$ cat src/rtl/matrix_operand_stager.sv
// Serial-to-parallel operand stager: collects PORT_COUNT multiplier elements, then
// PORT_COUNT multiplicand elements, pulses mStart, and captures and holds the accelerator result.
module matrix_operand_stager #(
  parameter int BIT_LENGTH = 16,
  parameter int PORT_COUNT = 4
) (
  input  logic                             Clk,
  input  logic                             Rst,
  input  logic                             abort,
  input  logic [BIT_LENGTH-1:0]            in_data,
  input  logic                             in_valid,
  output logic                             in_ready,
  output logic [PORT_COUNT*BIT_LENGTH-1:0] multiplier_out,
  output logic [PORT_COUNT*BIT_LENGTH-1:0] multiplicand_out,
  output logic                             mStart,
  input  logic                             acc_ready,
  input  logic [BIT_LENGTH-1:0]            acc_sum,
  output logic [BIT_LENGTH-1:0]            sum,
  output logic                             sum_valid,
  input  logic                             sum_ready,
  output logic                             busy
);
  localparam int CW = (PORT_COUNT > 1) ? $clog2(PORT_COUNT) : 1;
  localparam logic [CW-1:0] LAST = CW'(PORT_COUNT - 1);

  typedef enum logic [2:0] {LOAD_A, LOAD_B, START, WAIT_ACC, HOLD} state_t;

  state_t                r_state;
  logic [CW-1:0]         r_cnt;
  logic [BIT_LENGTH-1:0] r_mul [PORT_COUNT];
  logic [BIT_LENGTH-1:0] r_mcd [PORT_COUNT];
  logic [BIT_LENGTH-1:0] r_sum;
  logic                  r_sum_valid;
  logic                  r_mstart;

  logic                  w_load;
  logic                  w_xfer;
  logic                  w_last;
  logic [PORT_COUNT-1:0] w_sel;

  // abort gates in_ready so an element presented alongside it is never handshaken
  assign w_load   = (r_state == LOAD_A) || (r_state == LOAD_B);
  assign in_ready = w_load && !Rst && !abort;
  assign w_xfer   = in_valid && in_ready;
  assign w_last   = (r_cnt == LAST);

  genvar k;
  generate
    for (k = 0; k < PORT_COUNT; k++) begin : g_lane
      assign w_sel[k] = w_xfer && (r_cnt == CW'(k));

      always_ff @(posedge Clk) begin
        if (Rst) begin
          r_mul[k] <= '0;
          r_mcd[k] <= '0;
        end else begin
          if (w_sel[k] && (r_state == LOAD_A)) r_mul[k] <= in_data;
          if (w_sel[k] && (r_state == LOAD_B)) r_mcd[k] <= in_data;
        end
      end

      assign multiplier_out[k*BIT_LENGTH +: BIT_LENGTH]   = r_mul[k];
      assign multiplicand_out[k*BIT_LENGTH +: BIT_LENGTH] = r_mcd[k];
    end
  endgenerate

  always_ff @(posedge Clk) begin
    if (Rst) begin
      r_state     <= LOAD_A;
      r_cnt       <= '0;
      r_sum       <= '0;
      r_sum_valid <= 1'b0;
      r_mstart    <= 1'b0;
    end else if (abort) begin
      r_state     <= LOAD_A;
      r_cnt       <= '0;
      r_sum_valid <= 1'b0;
      r_mstart    <= 1'b0;
    end else begin
      r_mstart <= 1'b0;
      unique case (r_state)
        LOAD_A: if (w_xfer) begin
          if (w_last) begin
            r_cnt   <= '0;
            r_state <= LOAD_B;
          end else begin
            r_cnt <= r_cnt + CW'(1);
          end
        end
        LOAD_B: if (w_xfer) begin
          if (w_last) begin
            r_cnt    <= '0;
            r_mstart <= 1'b1;
            r_state  <= START;
          end else begin
            r_cnt <= r_cnt + CW'(1);
          end
        end
        // acc_ready is deliberately not looked at here
        START: r_state <= WAIT_ACC;
        WAIT_ACC: if (acc_ready) begin
          r_sum       <= acc_sum;
          r_sum_valid <= 1'b1;
          r_state     <= HOLD;
        end
        HOLD: if (r_sum_valid && sum_ready) begin
          r_sum_valid <= 1'b0;
          r_state     <= LOAD_A;
        end
        default: r_state <= LOAD_A;
      endcase
    end
  end

  assign mStart    = r_mstart;
  assign sum       = r_sum;
  assign sum_valid = r_sum_valid;
  assign busy      = (r_state != LOAD_A) || (r_cnt != '0);
endmodule

$ cat config.mk
export PLATFORM = sky130hd
export DESIGN_NAME = matrix_operand_stager
export DESIGN_NICKNAME = d
export VERILOG_FILES = /design/src/rtl/matrix_operand_stager.sv
export SDC_FILE = /design/constraint.sdc
export NUM_CORES = 1
export LEC_CHECK = 0
export BUFFER_PORTS_ARGS = -buffer_cell sky130_fd_sc_hd__buf_2
export CAP_MARGIN = 40
export CORE_ASPECT_RATIO = 0.7
export CORE_MARGIN = 4
export CORE_UTILIZATION = 50
export CTS_CLUSTER_DIAMETER = 50
export DETAILED_ROUTE_END_ITERATION = 10
export PLACE_DENSITY = 0.78
export RECOVER_POWER = 25
export SYNTH_ARGS = -nofsm -noshare
export SYNTH_HDL_FRONTEND = slang
export SYNTH_SLANG_ARGS = --single-unit
$ cat constraint.sdc
create_clock -name Clk -period 4.6 [get_ports Clk]
set_clock_uncertainty 0.2 [all_clocks]
set_input_delay 0 -clock Clk [delete_from_list [all_inputs] [get_ports Clk]]
set_output_delay 0 -clock Clk [all_outputs]
set_load 0.1 [all_outputs]
==> run metrics <==
status complete, no violations; postcts setup bufs 0; largest net degree at the start of global routing 44; Worst VDD drop 0.304 mV; Worst slew margin 16.1%; Critical Path RT 4.75 ns; share of post-route cells with drive strength above 1 18.7%; Post-synth top cells and2_1 (128), edfxtp_1 (128), nand2b_1 (32), dfxtp_1 (23), mux2i_1 (18); met3 wire length 1240 um; DRC viols 0; total gr overflow 0; Hold/Removal Path Class in2reg; clk_lat worst skew 0.41 ns; via-per-instance ratio 5.02; RePlAce Congestion 0.820; core area 0.0117 mm^2; met2 WL 7270 um; Gate power share 14.5%; Setup violations, final 0; PortBufs 185; Tot Pwr 3.34 mW; hold buffer count at CTS 54; CP endpoint kind flip-flop; die width 139 um; asr flop ratio synth 0%; Power Dens Cells 421 mW/mm^2; n_diodes 0; Final Hold Viols 0; Die H 99.8 um; synthesis-to-layout area growth 31.9%; post-synth top area cell edfxtp_1; via count 4035; utilization after layout 67.7%; CTS max path bufs 2; Final Critical Period 2.56 ns; non-filler instance count after layout 803; initial antenna violation count 0; crit share post-route 55.6%; wire per inst 18.7 um; Synth warnings 0; drt pass-1 iters 5; RSZ-0062 raised after global routing false; worst slack at placement 2.18 ns; Initial Util 51.3%; slack of the critical path 2.04 ns; Setup TNS Final 0 ns; total track usage 21.8%; WP data arrival 2.70 ns; vias in the first global route 4179; DP Area 0.00697 mm^2; total of max-cap violations 0; Num Clock Sinks 151; max-slew violations 0; clock root buffer clkbuf_16; Yosys reg bits 151; Clock transition at path regs 0.06 ns; largest cells by area after synthesis edfxtp_1 (64%), and2_1 (13%), dfxtp_1 (7.7%); sequential area share after synthesis 71.5%; Final HPWL DP 9920 um; post-synth cell types 32; Max Clock Freq 391 MHz; Synth top area share 63.9%; first-pass GRT wire length 22700 um; CTS tree yes; WHS 0.256 ns; Net Sw Power 0.962 mW; top sig layer met4; worst-margin pin slew 1.26 ns; # nets final 677; clock share of power 39.4%; Post-Route WL 15000 um; crit-path max FO 16; Met1 Wirelength 6050 um; Post-Syn Nets 441; WS Path Type reg2reg; EDFF count, synth 128; Std-Cell Rows 33; post-layout instance area 0.00794 mm^2; Top FF cell, synth edfxtp_1; switch share 28.8%; die area 0.0139 mm^2; # IOs 186; syn_area_per_cell 15.1 um^2; Initial DRC Count 337; critical path launch point type flip-flop; post-synthesis cell count 399; # H-tree levels 4; Post-CTS Resized 0; CTS Buf Count 17; Mapped Area 0.00602 mm^2; sequential power share 46.1%; Int Pwr 2.38 mW; DP Cell Count 719; LEAKAGE 3.17 nW; Final ANT Viol Nets 0
final cells by class:
cell class                 instances  area, um^2
sequential                       151        4300
fill                             851        3790
multi-input combinational        222        1530
timing repair buffer             239        1340
clock buffer                      17         425
tap                              157         196
clock inverter                    13         134
inverter                           4        15.0
final timing paths:
kind / slack, ns / endpoint / cells after the start / start
max: 2.04 / sum[1]$_SDFFE_PP0P_ / 4 / r_state[1]$_SDFFE_PP0P_
min: 0.26 / r_cnt[1]$_SDFFE_PP0P_ / 3 / Rst
max reg2reg: 2.04 / sum[1]$_SDFFE_PP0P_ / 4 / r_state[1]$_SDFFE_PP0P_
min reg2reg: 0.34 / sum_valid$_SDFFE_PP0P_ / 2 / sum_valid$_SDFFE_PP0P_
layer usage:
layer / GRT usage (%) / up-vias
met2: 35.4 / 190
met3: 7.81 / 33
met4: 9.10 / 0
li1: - / 1848
met1: 26.8 / 1964
met5: 0 / -
power groups by stage:
stage                     logic [mW]  registers, mW  clock network [mW]
after floorplan               0.0499           1.89                   0
after detailed placement       0.468           1.57                   0
after CTS                      0.492           1.54                1.33
after global placement         0.464           1.57                   0
final                          0.484           1.54                1.32
after global routing           0.499           1.55                1.39
cell usage in the layout, fill, tap and decap left out, types with 5 or more instances in the layout:
cell,netlist,routed
and2_1,128,128
and3_1,5,5
buf_2,2,80
clkbuf_1,5,105
clkbuf_16,0,17
clkinvlp_4,0,5
dfxtp_1,23,23
dlygate4sd3_1,0,54
edfxtp_1,128,128
mux2i_1,18,18
nand2b_1,32,32
or2_2,7,7
cells by family (layout without fill, tap and decap cells):
family / after synthesis / after routing / share of synthesized area, %
buffers and inverters: 26 / 273 / 3.10
AO/OA/AOI/OAI: 8 / 8 / 0.936
AND/OR/NAND/NOR: 192 / 192 / 20.6
flip-flops: 151 / 151 / 71.5
adder cells (fa/ha/maj): 4 / 4 / 0.832
multiplexers: 18 / 18 / 2.99
flip-flops by register name (all words and copies together) (netlist names):
signal     flops
mStart         1
r_cnt          2
r_mcd         64
r_mul         64
r_state        3
sum           16
sum_valid      1
worst max-delay path: stages, from the launching register on:
cell           delay [ns]
dfxtp_1              0.60
nand4b_1             0.26
nor2_4               0.54
mux2i_1              0.29
dlygate4sd3_1        0.59
Power figures use the tool's default switching activity.
